[config.mk]
export PLATFORM = sky130hd
export DESIGN_NAME = psk_phase_accum_mc
export DESIGN_NICKNAME = d
export VERILOG_FILES = /design/src/rtl/psk_phase_accum_mc.sv
export SDC_FILE = /design/constraint.sdc
export NUM_CORES = 2
export LEC_CHECK = 0
export CORE_MARGIN = 2
export CORE_UTILIZATION = 60
export DETAILED_ROUTE_END_ITERATION = 12
export DONT_BUFFER_PORTS = 1
export PLACE_DENSITY = 0.88
export SYNTH_ARGS = -nofsm -noshare
export SYNTH_HDL_FRONTEND = slang
export SYNTH_SLANG_ARGS = --single-unit
[constraint.sdc]
create_clock -name CLK -period 14.7 [get_ports CLK]
set_input_delay 1.47 -clock CLK [delete_from_list [all_inputs] [get_ports CLK]]
set_output_delay 1.47 -clock CLK [all_outputs]
set_load 0.005 [all_outputs]
[src/rtl/psk_phase_accum_mc.sv]
// PSK phase accumulator: gated burst of sine-LUT addresses with
// per-discrete BPSK/QPSK keying from a Fibonacci LFSR.
module psk_phase_accum_mc #(
    parameter int                ADDR_W    = 12,
    parameter int                FRAC_W    = 14,
    parameter int                LFSR_W    = 10,
    parameter logic [LFSR_W-1:0] LFSR_TAPS = 10'h240,
    parameter logic [LFSR_W-1:0] LFSR_SEED = 10'h009,
    parameter int                DISC_W    = 16,
    parameter int                CODE_W    = 10,
    parameter int                CNT_W     = 32
) (
    input  logic                     CLK,
    input  logic                     RESET,
    input  logic                     START,
    input  logic                     OUT_REG_READY,
    input  logic                     ABORT,
    input  logic                     MODE,
    input  logic [ADDR_W+FRAC_W-1:0] STEP,
    input  logic [DISC_W-1:0]        DISC_LEN,
    input  logic [CODE_W-1:0]        CODE_LEN,
    input  logic [CNT_W-1:0]         PERIOD_LEN,
    input  logic [4:0]               NUM_OF_IMP,
    output logic [ADDR_W-1:0]        ROM_ADDRESS,
    output logic                     ADDR_VALID,
    output logic                     GATE,
    output logic                     SIGN_START_CALC,
    output logic                     SIGN_STOP_CALC,
    output logic                     BUSY,
    output logic                     CFG_ERR
);
    localparam int ACC_W = ADDR_W + FRAC_W;
    localparam int IMP_W = DISC_W + CODE_W;

    typedef enum logic [1:0] {S_IDLE, S_SETUP, S_RUN} state_t;

    state_t state_q, state_d;

    logic              mode_q, mode_d;
    logic [ACC_W-1:0]  step_q, step_d;
    logic [DISC_W-1:0] disc_q, disc_d;
    logic [CODE_W-1:0] code_q, code_d;
    logic [CNT_W-1:0]  period_q, period_d;
    logic [4:0]        num_q, num_d;
    logic [CNT_W-1:0]  imp_q, imp_d;
    logic [CNT_W-1:0]  n_q, n_d;
    logic [CNT_W-1:0]  k_q, k_d;
    logic [CNT_W-1:0]  p_q, p_d;
    logic [DISC_W-1:0] dcnt_q, dcnt_d;
    logic [ACC_W-1:0]  acc_q, acc_d;
    logic [LFSR_W-1:0] lfsr_q, lfsr_d;
    logic [1:0]        sym_q, sym_d;
    logic              err_q, err_d;
    logic              stop_q, stop_d;

    logic [IMP_W-1:0]  imp_calc;
    logic [CNT_W-1:0]  n_calc;
    logic              cfg_bad;
    logic              last;
    logic [CNT_W-1:0]  p_inc;
    logic [CNT_W-1:0]  p_nx;
    logic              gate;
    logic [ADDR_W-1:0] phase_hi;

    // One discrete's worth of code: one LFSR step for BPSK, two for QPSK.
    // Returns {b1, b0, next_lfsr}; BPSK places its bit in b1 with b0=0.
    function automatic logic [LFSR_W+1:0] code_step(
        input logic [LFSR_W-1:0] s,
        input logic              qpsk
    );
        logic [LFSR_W-1:0] r;
        logic              b1;
        logic              b0;
        b1 = ^(s & LFSR_TAPS);
        r  = {s[LFSR_W-2:0], b1};
        b0 = ^(r & LFSR_TAPS);
        if (qpsk) begin
            r = {r[LFSR_W-2:0], b0};
            return {b1, b0, r};
        end
        return {b1, 1'b0, r};
    endfunction

    // Burst geometry and validation, evaluated from the latched config.
    always_comb begin
        imp_calc = IMP_W'(disc_q) * IMP_W'(code_q);
        n_calc   = (CNT_W'(num_q) - CNT_W'(1)) * period_q
                 + CNT_W'(imp_calc);
        cfg_bad  = (disc_q == '0) || (code_q == '0) || (num_q == '0)
                 || ((num_q > 5'd1) && (period_q < CNT_W'(imp_calc)));
        last     = (k_q == n_q - CNT_W'(1));
        p_inc    = p_q + CNT_W'(1);
        p_nx     = ((num_q > 5'd1) && (p_inc == period_q)) ? '0 : p_inc;
    end

    // State register.
    always_ff @(posedge CLK) begin
        if (RESET) state_q <= S_IDLE;
        else       state_q <= state_d;
    end

    // Next-state logic.
    always_comb begin
        state_d = state_q;
        unique case (state_q)
            S_IDLE:  if (START && OUT_REG_READY) state_d = S_SETUP;
            S_SETUP: state_d = cfg_bad ? S_IDLE : S_RUN;
            S_RUN:   if (last || ABORT) state_d = S_IDLE;
            default: state_d = S_IDLE;
        endcase
    end

    // Datapath next state: config latch, setup, per-sample advance.
    always_comb begin
        mode_d   = mode_q;
        step_d   = step_q;
        disc_d   = disc_q;
        code_d   = code_q;
        period_d = period_q;
        num_d    = num_q;
        imp_d    = imp_q;
        n_d      = n_q;
        k_d      = k_q;
        p_d      = p_q;
        dcnt_d   = dcnt_q;
        acc_d    = acc_q;
        lfsr_d   = lfsr_q;
        sym_d    = sym_q;
        err_d    = 1'b0;
        stop_d   = 1'b0;
        unique case (state_q)
            S_IDLE: begin
                if (START && OUT_REG_READY) begin
                    mode_d   = MODE;
                    step_d   = STEP;
                    disc_d   = DISC_LEN;
                    code_d   = CODE_LEN;
                    period_d = PERIOD_LEN;
                    num_d    = NUM_OF_IMP;
                end
            end
            S_SETUP: begin
                imp_d  = CNT_W'(imp_calc);
                n_d    = n_calc;
                err_d  = cfg_bad;
                k_d    = '0;
                p_d    = '0;
                dcnt_d = '0;
                acc_d  = '0;
                {sym_d, lfsr_d} = code_step(LFSR_SEED, mode_q);
            end
            S_RUN: begin
                stop_d = ABORT && !last;
                k_d    = k_q + CNT_W'(1);
                p_d    = p_nx;
                if (p_nx == '0) begin
                    // Every impulse restarts phase and code from the seed.
                    acc_d  = '0;
                    dcnt_d = '0;
                    {sym_d, lfsr_d} = code_step(LFSR_SEED, mode_q);
                end else begin
                    acc_d = acc_q + step_q;
                    if (dcnt_q + DISC_W'(1) == disc_q) begin
                        dcnt_d = '0;
                        {sym_d, lfsr_d} = code_step(lfsr_q, mode_q);
                    end else begin
                        dcnt_d = dcnt_q + DISC_W'(1);
                    end
                end
            end
            default: ;
        endcase
    end

    // Datapath registers.
    always_ff @(posedge CLK) begin
        if (RESET) begin
            mode_q   <= 1'b0;
            step_q   <= '0;
            disc_q   <= '0;
            code_q   <= '0;
            period_q <= '0;
            num_q    <= '0;
            imp_q    <= '0;
            n_q      <= '0;
            k_q      <= '0;
            p_q      <= '0;
            dcnt_q   <= '0;
            acc_q    <= '0;
            lfsr_q   <= '0;
            sym_q    <= '0;
            err_q    <= 1'b0;
            stop_q   <= 1'b0;
        end else begin
            mode_q   <= mode_d;
            step_q   <= step_d;
            disc_q   <= disc_d;
            code_q   <= code_d;
            period_q <= period_d;
            num_q    <= num_d;
            imp_q    <= imp_d;
            n_q      <= n_d;
            k_q      <= k_d;
            p_q      <= p_d;
            dcnt_q   <= dcnt_d;
            acc_q    <= acc_d;
            lfsr_q   <= lfsr_d;
            sym_q    <= sym_d;
            err_q    <= err_d;
            stop_q   <= stop_d;
        end
    end

    // Outputs; the symbol offset only touches the top address bits.
    always_comb begin
        gate            = (state_q == S_RUN) && (p_q < imp_q);
        phase_hi        = acc_q[ACC_W-1:FRAC_W]
                        + {sym_q, {(ADDR_W-2){1'b0}}};
        ROM_ADDRESS     = gate ? phase_hi : '0;
        GATE            = gate;
        ADDR_VALID      = (state_q == S_RUN);
        SIGN_START_CALC = (state_q == S_RUN) && (k_q == '0);
        SIGN_STOP_CALC  = ((state_q == S_RUN) && last) || stop_q;
        BUSY            = (state_q != S_IDLE);
        CFG_ERR         = err_q;
    end
endmodule

## Yosys cells after proc, flatten, opt, wreduce, memory -nomap -nowiden

Cells that the tools add are included.

| word-level totals | value |
|---|---|
| output and inout port bits | 18 |
| logic and storage cells | 101 |
| flip-flop bits (word level) | 270 |
| bits of input ports | 95 |

| operators by class | value |
|---|---|
| multiplexer cells | 33 |
| bitwise gates (word level) | 2 |
| reductions and logical operators | 28 |
| add/sub/neg operators | 8 |
| magnitude comparators | 3 |
| equal/unequal tests | 8 |
| multiply operators | 2 |

Operators by type and width:

| kind | number |
|---|---|
| $pmux W32 S2 | 2 |
| $mux W12 | 6 |
| $add A32 B1 Y32 const B | 2 |
| $eq A32 B32 Y1 | 2 |
| $logic_not A32 Y1 | 2 |
| $lt A32 B26 Y1 | 2 |
| $pmux W26 S2 | 1 |
| $add A32 B26 Y32 | 1 |
| $mul A6 B32 Y32 | 1 |
| $mux W16 | 2 |
| $mux W32 | 1 |
| $pmux W16 S2 | 1 |
| $sub A32 B1 Y32 const B | 1 |
| $mux W10 | 3 |
| $add A26 B26 Y26 | 1 |
| $mul A16 B10 Y26 | 1 |
| $mux W26 | 1 |
| $pmux W10 S2 | 1 |
| $reduce_xor A10 Y1 | 2 |
| $add A16 B1 Y16 const B | 1 |
| $eq A16 B16 Y1 | 1 |
| $logic_not A16 Y1 | 1 |
| $add A12 B12 Y12 | 1 |
| $logic_not A10 Y1 | 1 |
| other kinds (21) | 46 |

## Depth between registers and ports, before layout

| depth | value |
|---|---|
| word-level depth | 11 |
| gate-level depth with buffers | 41 |
| depth with buffers taken out | 38 |

## Worst setup path before layout

No wires, ideal clock.

| timing path | value |
|---|---|
| path type | register to register |
| start | reg code_q[1] |
| end | reg n_q[31] |
| period minus slack after synthesis | 8.884 ns |
| data required time | 14.614 ns |
| setup time | 0.086 ns |
| path slack | 5.816 ns |
| arrival time | 8.799 ns |
| buffers on the path | 2 |
| cell stages (with the launch flop) | 39 |
| cell sequence | dfxtp_1 clkbuf_1 clkbuf_1 nand2_1 fa_1 inv_1 fa_1 inv_1 fa_1 inv_1 fa_1 inv_1 fa_1 inv_1 ha_1 or3_1 o221a_2 a311o_1 [... 3 more ...] a21oi_1 xor2_1 inv_1 ha_1 inv_1 fa_1 fa_1 inv_1 ha_1 nand2_1 nor2_1 nand2_1 nor2_1 and4_1 nor4_1 a31oi_1 xnor2_1 a211oi_1 |

| on the way | value |
|---|---|
| longest elaborated chain between the ends | 2 |

RTL lines:

| element | line | text |
|---|---|---|
| start: declaration | 42 | `logic [CODE_W-1:0] code_q, code_d;` |
| start signal: assignment | 198 | `code_q <= code_d;` |
| $mul A16 B10 Y26 | 86 | `imp_calc = IMP_W'(disc_q) * IMP_W'(code_q);` |
| net imp_calc[20] | 56 | `logic [IMP_W-1:0] imp_calc;` |
| $add A32 B26 Y32 | 88 | `+ CNT_W'(imp_calc);` |
| end signal: assignment | 202 | `n_q <= n_d;` |
| end: declaration | 46 | `logic [CNT_W-1:0] n_q, n_d;` |

The timed path passes the listed nets, and every way through them passes these cells.
A chain may end at the register's enable or synchronous reset.

## Worst setup path after layout

Same ends and word-level chain as after synthesis.

==> results.json <==
{
  "clk_path_buf_depth": 3,
  "tns_ps": 0,
  "worstSetupEndpointType": "flop",
  "p_clk_share_pct": 30.0,
  "area_growth_pct": 4.365,
  "die_area_um2": 48170,
  "ioPinCount": 113,
  "synth_flop_cell": "dfxtp_1",
  "min_path_type": "flop to flop",
  "p_int_uw": 1780,
  "post-route-min-period_ps": 9661,
  "final_cell_area_um2": 29080,
  "grt_max_degree": 195,
  "place_inst": 3846,
  "post-route-drc-count": 0,
  "grtUsageTotal_pct": 30.48,
  "switching_share_pct": 37.96,
  "grt_pass1_vias": 23524,
  "synth_warnings": 0,
  "grt_util_met3_pct": 6.197,
  "antenna_found_initial": 0,
  "run_status": "finished, final reports clean",
  "diodes": 0,
  "final_common_cell": "nand2_1",
  "placementRows": 78,
  "p_comb_share_pct": 40.8,
  "use_met1_pct": 37.37,
  "cp_slowest_cell": "dfxtp_1",
  "vias": 23916,
  "grt_pass1_wl_um": 118000,
  "slew_headroom_pct": 25.78,
  "drv_slew": 0,
  "synth_edf_count": 0,
  "async_flop_share_pct": 0,
  "grt.busiest_layer": "met2",
  "io_buffers": 0,
  "fin_worst_skew_ps": 37.35,
  "drv_cap": 0,
  "die_w_um": 219.5,
  "crit_top_cell": "inv_1",
  "cp_max_fo": 18,
  "drt-total-wl_um": 72800,
  "syn_area_per_cell_um2": 8.118,
  "rsz0062_at_grt": "no",
  "required_ps": 15160,
  "use_met2_pct": 50.55,
  "finalCritPeriodShare_pct": 65.72,
  "post-cts-setup-buffers": 0,
  "cp.arrival_ps": 10120,
  "cts.sinks": 270,
  "cts_tree": "yes",
  "yosysUniqueCellTypes": 92,
  "p_total_uw": 2870,
  "post-dp-hpwl_um": 53470,
  "ys_seq_elements": 270,
  "cts_resized": 0,
  "syn_area_um2": 27860,
  "clock-root-buffer": "clkbuf_16",
  "synth_nets": 3985,
  "setup_slack_ps": 5039,
  "synthCells": 3432,
  "grt-ovfl-total": 0,
  "hold_buffers": 0,
  "power_frac_seq_pct": 29.2,
  "p_switching_uw": 1090,
  "worst_slew_pin_slew_ps": 1113,
  "core-area_um2": 45580,
  "cts.reportedPaths.clkPinSlew_ps": 60,
  "hold_violations": 0,
  "dr.pass1.iters": 5,
  "fin_cells": 3902,
  "cts_made_buffers": 34,
  "place_congestion": 0.9669,
  "routedWlPerCell_um": 18.66,
  "setup_viol": 0,
  "final_cell_mix": "490 x nand2_1, 369 x inv_1, 270 x dfxtp_1",
  "drive_gt1_share_pct": 4.240,
  "via_per_inst": 6.129,
  "reg2reg_setup_slack_ps": 5040,
  "postPlaceCellArea_um2": 27940,
  "clock_latency_ps": 570,
  "dr.first_iter.drc_count": 1999,
  "die_h_um": 219.5,
  "vdd_ir_drop_max_mv": 0.09875,
  "cp_slowest_stage_delay_ps": 670,
  "synth-seq-area-share_pct": 19.40,
  "power_density_nw_per_um2": 98.71,
  "path_class": "flop to flop",
  "p_leak_uw": 0.01263,
  "start_util_pct": 61.13,
  "h-tree-depth": 2,
  "ant_nets": 0,
  "layout.nets": 3835,
  "cp-start-kind": "flop",
  "fmax_mhz": 103.5,
  "dp_slack_ps": 5180
}
==> power by group through the flow <==
stage          clock (uW)  sequential [uW]  combinational, uW
3_5_place_dp            0              851               1150
6_report              861              839               1170
2_1_floorplan           0              809                952
4_1_cts               870              836               1160
5_1_grt               893              842               1320
3_3_place_gp            0              849               1110
==> registers in the layout, indices dropped and copies added, names as in the netlist <==
register / count
mode_q: 1
step_q: 26
period_q: 32
state_q: 2
disc_q: 16
stop_q: 1
dcnt_q: 16
k_q: 32
sym_q: 2
num_q: 5
p_q: 32
code_q: 10
lfsr_q: 10
acc_q: 26
imp_q: 26
CFG_ERR: 1
n_q: 32
==> stage by stage <==
stage          hold slack [ps]  util (%)
2_1_floorplan            433.8         -
3_3_place_gp             445.1     61.31
3_5_place_dp             448.8     61.31
4_1_cts                  456.5     63.80
5_1_grt                  478.8     63.80
6_report                 453.4     63.80
==> synthesized netlist by cell type (7+ instances only) <==
cell type  count  area share [%]
a2111oi_0      9            0.28
dfxtp_1      270              19
ha_1         213             9.6
mux2i_1       66             2.4
o211ai_1      14            0.38
o21bai_1      12            0.32
nor4_1        47             1.1
or3_1         26            0.58
clkbuf_1     155             2.1
o2bb2ai_1      8            0.25
buf_4         11            0.30
or4_1         13            0.35
o22ai_1        7            0.16
a31oi_1       35            0.79
or2_2         27            0.61
a21oi_1      230             4.1
fa_1         245              18
o21ai_0       96             1.7
nor2b_1       68             1.5
o2111ai_1      8            0.25
buf_2         22            0.40
xor2_1        77             2.4
a211oi_1      12            0.32
and4_1        12            0.38
nand2b_1      28            0.63
nand3_1       77             1.4
xnor2_1      131             4.1
nand3b_1       8            0.22
nand4_1       52             1.2
a21o_1        45             1.2
and3_1        28            0.63
and2_1       128             2.9
buf_1         13            0.18
nor3_1        51            0.92
nand4b_1      10            0.31
o21a_1        20            0.54
o31ai_1        7            0.19
nor2_1       172             2.3
inv_1        369             5.0
nand2_1      490             6.6
==> logic make-up after synthesis <==
| group | share of synthesized area, % |
|---|---|
| fa+ha+maj | 27.17 |
| simple gates | 22.85 |
| mux | 2.533 |
| flops | 19.40 |
| xor+xnor | 7.338 |
| compound gates | 12.64 |
| buf+inv | 8.066 |
==> layer usage <==
layer,part of all wire (%),wire [um]
met3,8.8,6432
met5,0,0
met4,5.5,4000
met1,39,28150
met2,47,34220
==> final timing paths <==
kind	from	cells after the start	to
setup / recovery	code_q[1]	35	n_q[31]
hold / removal	step_q[21]	2	step_q[21]
setup reg to reg	code_q[1]	35	n_q[31]
hold reg to reg	step_q[21]	2	step_q[21]
==> worst max-delay path, delay by kind of cell (launching register included) <==
family,cells,cell delay [ps]
xor+xnor,2,550
simple gates,4,1100
fa+ha+maj,10,4410
compound gates,11,2400
flops,1,670
buf+inv,8,420
==> cell type report <==
cell class	instances	area [um^2]
multi-input cells	2588	20260
fillers	3627	16500
flip-flops and latches	270	5405
inverters	369	1385
clock buffers	46	996.0
well taps	600	750.7
repair buffers	19	142.6
clock inverters	10	137.6
(Power assumes the default switching activity.)
